`src/rtl/st_fwd_queue.sv`:
```
`default_nettype none
// ============================================================================
// Module   : st_fwd_queue
// Brief    : In-order circular store queue with commit/drain handshake and
//            combinational store-to-load forwarding.
// Revision : 1.0 - initial release
// ============================================================================
module st_fwd_queue #(
    parameter int ST_Q_ENTRIES = 8,
    parameter int ROB_IDX_W    = 5,
    parameter int IDX_W        = $clog2(ST_Q_ENTRIES)
) (
    input  logic                    clk,
    input  logic                    rst,
    input  logic                    disp_valid,
    output logic                    disp_ready,
    input  logic [2:0]              disp_funct3,
    input  logic [ROB_IDX_W-1:0]    disp_rob_idx,
    output logic [IDX_W-1:0]        disp_idx,
    input  logic                    agu_valid,
    input  logic [IDX_W-1:0]        agu_idx,
    input  logic [31:0]             agu_addr,
    input  logic [31:0]             agu_data,
    input  logic                    commit_valid,
    input  logic                    flush,
    output logic                    mem_req,
    output logic [31:0]             mem_addr,
    output logic [3:0]              mem_wmask,
    output logic [31:0]             mem_wdata,
    input  logic                    mem_ack,
    input  logic                    ld_valid,
    input  logic [31:0]             ld_addr,
    input  logic [2:0]              ld_funct3,
    input  logic [ST_Q_ENTRIES-1:0] ld_st_mask,
    output logic                    fwd_hit,
    output logic [31:0]             fwd_data,
    output logic                    fwd_stall,
    output logic [ST_Q_ENTRIES-1:0] occupied,
    output logic [IDX_W:0]          count
);

    typedef enum logic [0:0] {S_IDLE = 1'b0, S_REQ = 1'b1} drain_state_t;

    localparam logic [IDX_W:0]   c_FULL_COUNT = (IDX_W+1)'(ST_Q_ENTRIES);
    localparam logic [IDX_W-1:0] c_IDX_ONE    = IDX_W'(1);

    logic [ST_Q_ENTRIES-1:0] r_valid, r_addr_valid, r_committed;
    logic [2:0]              r_funct3    [ST_Q_ENTRIES];
    logic [ROB_IDX_W-1:0]    r_rob_idx   [ST_Q_ENTRIES];
    logic [29:0]             r_waddr     [ST_Q_ENTRIES];
    logic [3:0]              r_wmask     [ST_Q_ENTRIES];
    logic [31:0]             r_wdata     [ST_Q_ENTRIES];
    logic [IDX_W-1:0]        r_head, r_tail, r_commit_ptr;
    logic [IDX_W:0]          r_count;
    drain_state_t            r_state, w_state_nxt;
    logic [31:0]             r_mem_addr, r_mem_wdata;
    logic [3:0]              r_mem_wmask;

    logic                    w_disp_fire, w_dealloc, w_head_ready, w_agu_ok;
    logic [3:0]              w_agu_base, w_agu_mask;
    logic [ST_Q_ENTRIES-1:0] w_keep;
    logic [IDX_W:0]          w_kept_count, w_fire_ext, w_dealloc_ext;
    logic [3:0]              w_ld_base, w_ld_mask;
    logic [ST_Q_ENTRIES-1:0] w_cand;
    logic                    w_pending, w_sel_found;
    logic [IDX_W-1:0]        w_sel_idx;
    logic [31:0]             w_shift;
    logic                    w_unused;

    assign disp_ready   = (r_count != c_FULL_COUNT) && !flush;
    assign disp_idx     = r_tail;
    assign occupied     = r_valid;
    assign count        = r_count;
    assign mem_addr     = r_mem_addr;
    assign mem_wmask    = r_mem_wmask;
    assign mem_wdata    = r_mem_wdata;
    assign w_disp_fire  = disp_valid && disp_ready;
    assign w_head_ready = r_valid[r_head] && r_committed[r_head] && r_addr_valid[r_head];
    assign w_fire_ext    = {{IDX_W{1'b0}}, w_disp_fire};
    assign w_dealloc_ext = {{IDX_W{1'b0}}, w_dealloc};

    always_comb begin
        case (r_funct3[agu_idx][1:0])
            2'b00:   w_agu_base = 4'b0001;
            2'b01:   w_agu_base = 4'b0011;
            default: w_agu_base = 4'b1111;
        endcase
        w_agu_mask = w_agu_base << agu_addr[1:0];
    end

    // An entry survives flush if already committed or being committed now.
    always_comb begin
        w_kept_count = '0;
        w_unused     = 1'b0;
        for (int i = 0; i < ST_Q_ENTRIES; i++) begin
            w_keep[i] = r_committed[i] || (commit_valid && (r_commit_ptr == IDX_W'(i)));
            if (r_valid[i] && w_keep[i])
                w_kept_count = w_kept_count + (IDX_W+1)'(1);
            w_unused = w_unused ^ (^r_rob_idx[i]) ^ r_funct3[i][2];
        end
    end

    assign w_agu_ok = agu_valid && r_valid[agu_idx] && !(flush && !w_keep[agu_idx]);

    always_ff @(posedge clk) begin
        if (rst) begin
            r_valid      <= '0;
            r_addr_valid <= '0;
            r_committed  <= '0;
            r_head       <= '0;
            r_tail       <= '0;
            r_commit_ptr <= '0;
            r_count      <= '0;
        end else begin
            if (w_disp_fire) begin
                r_valid[r_tail]      <= 1'b1;
                r_addr_valid[r_tail] <= 1'b0;
                r_committed[r_tail]  <= 1'b0;
                r_funct3[r_tail]     <= disp_funct3;
                r_rob_idx[r_tail]    <= disp_rob_idx;
                r_tail               <= r_tail + c_IDX_ONE;
            end
            if (w_agu_ok) begin
                r_addr_valid[agu_idx] <= 1'b1;
                r_waddr[agu_idx]      <= agu_addr[31:2];
                r_wmask[agu_idx]      <= w_agu_mask;
                r_wdata[agu_idx]      <= agu_data << {agu_addr[1:0], 3'b000};
            end
            if (commit_valid) begin
                r_committed[r_commit_ptr] <= 1'b1;
                r_commit_ptr              <= r_commit_ptr + c_IDX_ONE;
            end
            if (w_dealloc) begin
                r_valid[r_head] <= 1'b0;
                r_head          <= r_head + c_IDX_ONE;
            end
            if (flush) begin
                for (int i = 0; i < ST_Q_ENTRIES; i++)
                    if (!w_keep[i]) r_valid[i] <= 1'b0;
                r_tail  <= r_commit_ptr + {{(IDX_W-1){1'b0}}, commit_valid};
                r_count <= w_kept_count - w_dealloc_ext;
            end else begin
                r_count <= r_count + w_fire_ext - w_dealloc_ext;
            end
        end
    end

    always_ff @(posedge clk) begin
        if (rst) r_state <= S_IDLE;
        else     r_state <= w_state_nxt;
    end

    always_comb begin
        w_state_nxt = r_state;
        mem_req     = 1'b0;
        w_dealloc   = 1'b0;
        case (r_state)
            S_IDLE: if (w_head_ready) w_state_nxt = S_REQ;
            S_REQ: begin
                mem_req = 1'b1;
                if (mem_ack) begin
                    w_dealloc   = 1'b1;
                    w_state_nxt = S_IDLE;
                end
            end
            default: w_state_nxt = S_IDLE;
        endcase
    end

    // Request fields are captured on the IDLE->REQ edge and held until ack.
    always_ff @(posedge clk) begin
        if (rst) begin
            r_mem_addr  <= '0;
            r_mem_wmask <= '0;
            r_mem_wdata <= '0;
        end else if (r_state == S_IDLE && w_head_ready) begin
            r_mem_addr  <= {r_waddr[r_head], 2'b00};
            r_mem_wmask <= r_wmask[r_head];
            r_mem_wdata <= r_wdata[r_head];
        end
    end

    always_comb begin
        case (ld_funct3[1:0])
            2'b00:   w_ld_base = 4'b0001;
            2'b01:   w_ld_base = 4'b0011;
            default: w_ld_base = 4'b1111;
        endcase
        w_ld_mask   = w_ld_base << ld_addr[1:0];
        w_cand      = ld_st_mask & r_valid;
        w_pending   = |(w_cand & ~r_addr_valid);
        w_sel_found = 1'b0;
        w_sel_idx   = '0;
        // Walk oldest to youngest so the last match is the youngest store.
        for (int k = 0; k < ST_Q_ENTRIES; k++) begin
            if (w_cand[r_head + IDX_W'(k)] &&
                (r_waddr[r_head + IDX_W'(k)] == ld_addr[31:2]) &&
                (|(r_wmask[r_head + IDX_W'(k)] & w_ld_mask))) begin
                w_sel_found = 1'b1;
                w_sel_idx   = r_head + IDX_W'(k);
            end
        end
        w_shift   = r_wdata[w_sel_idx] >> {ld_addr[1:0], 3'b000};
        fwd_hit   = 1'b0;
        fwd_stall = 1'b0;
        fwd_data  = '0;
        if (ld_valid) begin
            if (w_pending) begin
                fwd_stall = 1'b1;
            end else if (w_sel_found) begin
                if ((r_wmask[w_sel_idx] & w_ld_mask) == w_ld_mask) begin
                    fwd_hit = 1'b1;
                    case (ld_funct3)
                        3'b000:  fwd_data = {{24{w_shift[7]}}, w_shift[7:0]};
                        3'b001:  fwd_data = {{16{w_shift[15]}}, w_shift[15:0]};
                        3'b100:  fwd_data = {24'b0, w_shift[7:0]};
                        3'b101:  fwd_data = {16'b0, w_shift[15:0]};
                        default: fwd_data = w_shift;
                    endcase
                end else begin
                    fwd_stall = 1'b1;
                end
            end
        end
    end

    a_commit_valid_entry: assert property (@(posedge clk) disable iff (rst)
        commit_valid |-> r_valid[r_commit_ptr]);

endmodule
`default_nettype wire

```
`config.mk`:
```
export PLATFORM = sky130hd
export DESIGN_NAME = st_fwd_queue
export DESIGN_NICKNAME = d
export VERILOG_FILES = /design/src/rtl/st_fwd_queue.sv
export SDC_FILE = /design/constraint.sdc
export NUM_CORES = 2
export LEC_CHECK = 0
export ABC_AREA = 0
export CORE_ASPECT_RATIO = 1.25
export CORE_MARGIN = 2
export CORE_UTILIZATION = 35
export DETAILED_ROUTE_END_ITERATION = 8
export GPL_TIMING_DRIVEN = 1
export SLEW_MARGIN = 20
export SYNTH_ARGS = -nofsm -noshare
export SYNTH_HDL_FRONTEND = slang
export SYNTH_SLANG_ARGS = --single-unit
```
`constraint.sdc`:
```
create_clock -name clk -period 13.8 [get_ports clk]
set_input_delay 3.45 -clock clk [delete_from_list [all_inputs] [get_ports clk]]
set_output_delay 3.45 -clock clk [all_outputs]
set_load 0.03 [all_outputs]
```
==> impl_metrics.env <==
export IMPL_outcome="completed"
export IMPL_worst_pin_slew_ps=1240
export IMPL_power_per_cell_area_nw_per_um2=81.4
export IMPL_core_um2=138000
export IMPL_rows=152
export IMPL_dieArea_um2=142000
export IMPL_grt_ovfl_total=0
export IMPL_initial_core_util=0.353
export IMPL_area_growth_pct=14.7
export IMPL_cts_setup_buffers=0
export IMPL_max_freq_mhz=73.4
export IMPL_r2r_cells=23
export IMPL_cts_htree_levels=3
export IMPL_fin_util=0.405
export IMPL_antenna_found_initial=5
export IMPL_wl_per_cell_um=33.3
export IMPL_route_detailed_drc=0
export IMPL_dp_hpwl_mm=148
export IMPL_vias=39900
export IMPL_slew_violations=0
export IMPL_cts_tree="done"
export IMPL_period_share=0.987
export IMPL_setup_viol_count_final=0
export IMPL_drt_iter0_markers=4838
export IMPL_ctsHoldBuffers=0
export IMPL_hold_class="reg -> reg"
export IMPL_power_mw=4.54
export IMPL_rr_endpoint="count[3]$_SDFF_PP0_"
export IMPL_synthArstFlopShare=0
export IMPL_synth_cells=4082
export IMPL_wirelength_mm=205
export IMPL_instances_no_fill=6164
export IMPL_cts_resized=0
export IMPL_cts_buffers_inserted=77
export IMPL_clock_skew_ps=36.8
export IMPL_path_max_fanout=19
export IMPL_startpoint_type="primary input"
export IMPL_drive_gt1_frac=0.208
export IMPL_vdd_drop_max_uv=87.6
export IMPL_arrival_ps=10160
export IMPL_grt_use_total=0.285
export IMPL_syn_area_per_cell_um2=11.9
export IMPL_reg2reg_slack_ps=8680
export IMPL_ys_warn_count=0
export IMPL_reg2reg_from="r_commit_ptr[0]$_SDFFE_PP0P_"
export IMPL_cap_violations=0
export IMPL_clock_path_buffers=3
export IMPL_viasPerCell=6.47
export IMPL_grt_pass1_wl_mm=289
export IMPL_relSlewSlack=0.173
export IMPL_io_pins=245
export IMPL_port_buffers=236
export IMPL_dieWidth_um=337
export IMPL_cp_end_kind="output pin"
export IMPL_grt_start_max_net_pins=107
export IMPL_cts_root_buf="clkbuf_16"
export IMPL_final_antenna_net_count=0
export IMPL_ys_flop_type="edfxtp_1"
export IMPL_leakagePower_nw=17.0
export IMPL_insertion_delay_ps=720
export IMPL_rsz0062_at_grt="false"
export IMPL_drtPass1Iterations=7
export IMPL_final_hold_viol_count=0
export IMPL_tns_ps=0
export IMPL_cp_required_ps=10350
export IMPL_clk_pin_slew_worst_paths_ps=50
export IMPL_synth_seq_cells=651
export IMPL_worstSetupPathType="in -> out"
export IMPL_seq_area_frac_synth=0.380
export IMPL_whs_ps=478
export IMPL_synth_edf_count=544
export IMPL_clkSinkCount=651
export IMPL_place_inst=6015
export IMPL_fp_dieH_um=421
export IMPL_synth_area_um2=48600
export IMPL_whs_path_depth=2
export IMPL_gp_congestion=1.07
export IMPL_period_needed_ps=13610
export IMPL_final_fill_count=13100
export IMPL_fin_nets=4403
export IMPL_hp_start="mem_addr[27]$_SDFFE_PP0P_"
export IMPL_grt_pass1_vias=38600
export IMPL_min_to="mem_addr[27]$_SDFFE_PP0P_"
export IMPL_synth_cell_types=108
[placed cells by master, fill, tap and decap left out, types with 45 or more instances in the layout]
| master | n |
|---|---|
| o22ai_1 | 45 |
| and2_1 | 50 |
| nor3_1 | 56 |
| clkbuf_16 | 77 |
| edfxtp_1 | 544 |
| nor2_1 | 232 |
| nand4_1 | 53 |
| buf_4 | 208 |
| a21oi_1 | 113 |
| nand2_1 | 309 |
| a211oi_1 | 85 |
| dfxtp_1 | 101 |
| a22oi_1 | 56 |
| nand3_1 | 98 |
| clkdlybuf4s50_1 | 200 |
| mux2i_1 | 492 |
| mux2_2 | 56 |
| mux4_2 | 399 |
| o21ai_0 | 74 |
| xnor2_1 | 189 |
[per-layer routing]
| metal | track usage | share of wire | vias up |
|---|---|---|---|
| met5 | 0 | 0 | - |
| met4 | 0.181 | 0.074 | 0 |
| met3 | 0.0493 | 0.081 | 508 |
| met2 | 0.471 | 0.48 | 2377 |
| met1 | 0.344 | 0.37 | 20300 |
| li1 | - | - | 16700 |
[worst max-delay path, stage by stage]
cell and delay (ps):
clkdlybuf4s50_1 910, clkinv_1 230, xnor2_1 270, a2111oi_0 670, and3_1 290, nor2_1 60
nor4_1 510, o2111ai_2 440, o2111ai_1 350, nand2_1 180, o21ai_4 630, mux2_2 410
nor4b_1 570, buf_4 230, or3_1 100, o221a_1 240, a2111oi_4 60, buf_12 190
o21a_1 200, buf_4 170
[worst max-delay path by stage]
stage / startpoint / endpoint / slack (ps) / cells after the start
6_report: ld_addr[5] / fwd_data[27] / 190 / 20
3_5_place_dp: ld_addr[5] / fwd_data[18] / 530 / 20
2_1_floorplan: ld_funct3[1] / fwd_data[7] / 1860 / 18
5_1_grt: ld_addr[5] / fwd_data[17] / 210 / 20
3_3_place_gp: ld_addr[5] / fwd_data[28] / 420 / 20
4_1_cts: ld_addr[5] / fwd_data[18] / 490 / 20
[state kept, by name (all words and copies together) (netlist names), 16 cells and up, named ones only]
| name | count |
|---|---|
| r_funct3 | 16 |
| r_waddr | 240 |
| r_wdata | 256 |
| mem_wdata | 32 |
| r_wmask | 32 |
| mem_addr | 30 |
[area by class of cell]
cell class	count	area [um2]	area share
multi-input cells	3022	28100	0.504
flip-flops and latches	651	18500	0.332
repair buffers	436	4090	0.0734
well taps	1848	2310	0.0415
clock buffers	98	2060	0.0369
clock inverters	44	455	0.00817
inverters	59	224	0.00402
diodes	6	15.0	0.000269
[cell families (layout without fill, tap and decap cells)]
kind of cell | count (synthesis) | count (layout) | share of synthesized area
other cells | 1 | 8 | 0.0000772
flops | 651 | 651 | 0.380
xor+xnor | 223 | 223 | 0.0405
fa+ha+maj | 30 | 30 | 0.00788
simple gates | 1032 | 1032 | 0.105
mux | 950 | 950 | 0.300
compound gates | 785 | 785 | 0.121
buf+inv | 410 | 637 | 0.0454
[per-stage QoR]
stage               cell area, um2  setup slack (ps)
finish                       55700               185
global route                 55700               206
CTS                          55700               486
detailed placement           53200               533
global placement             53200               421
floorplan                    48600              1860
[synth_stat cells, types with 45 or more instances]
| cell type | n | area, um2 |
|---|---|---|
| xnor2_1 | 191 | 1670 |
| dfxtp_1 | 107 | 2140 |
| nor2_1 | 239 | 897 |
| nand2_1 | 310 | 1160 |
| mux2i_1 | 492 | 4920 |
| and2_1 | 50 | 313 |
| o21ai_0 | 76 | 380 |
| a21oi_1 | 114 | 571 |
| buf_4 | 55 | 413 |
| clkbuf_1 | 137 | 514 |
| a22oi_1 | 56 | 420 |
| a211oi_1 | 85 | 638 |
| nand4_1 | 53 | 332 |
| nor2b_1 | 46 | 288 |
| edfxtp_1 | 544 | 16300 |
| o22ai_1 | 45 | 282 |
| mux4_2 | 399 | 8990 |
| nor3_1 | 58 | 290 |
| nand3_1 | 98 | 490 |
| mux2_2 | 56 | 631 |
| buf_2 | 79 | 395 |
[report_power, final]
group	internal (mW)	switching [mW]	total (mW)
logic	0.112	0.218	0.329
clock network	1.18	0.878	2.06
registers	2.14	0.0111	2.15
(Power assumes the default switching activity.)
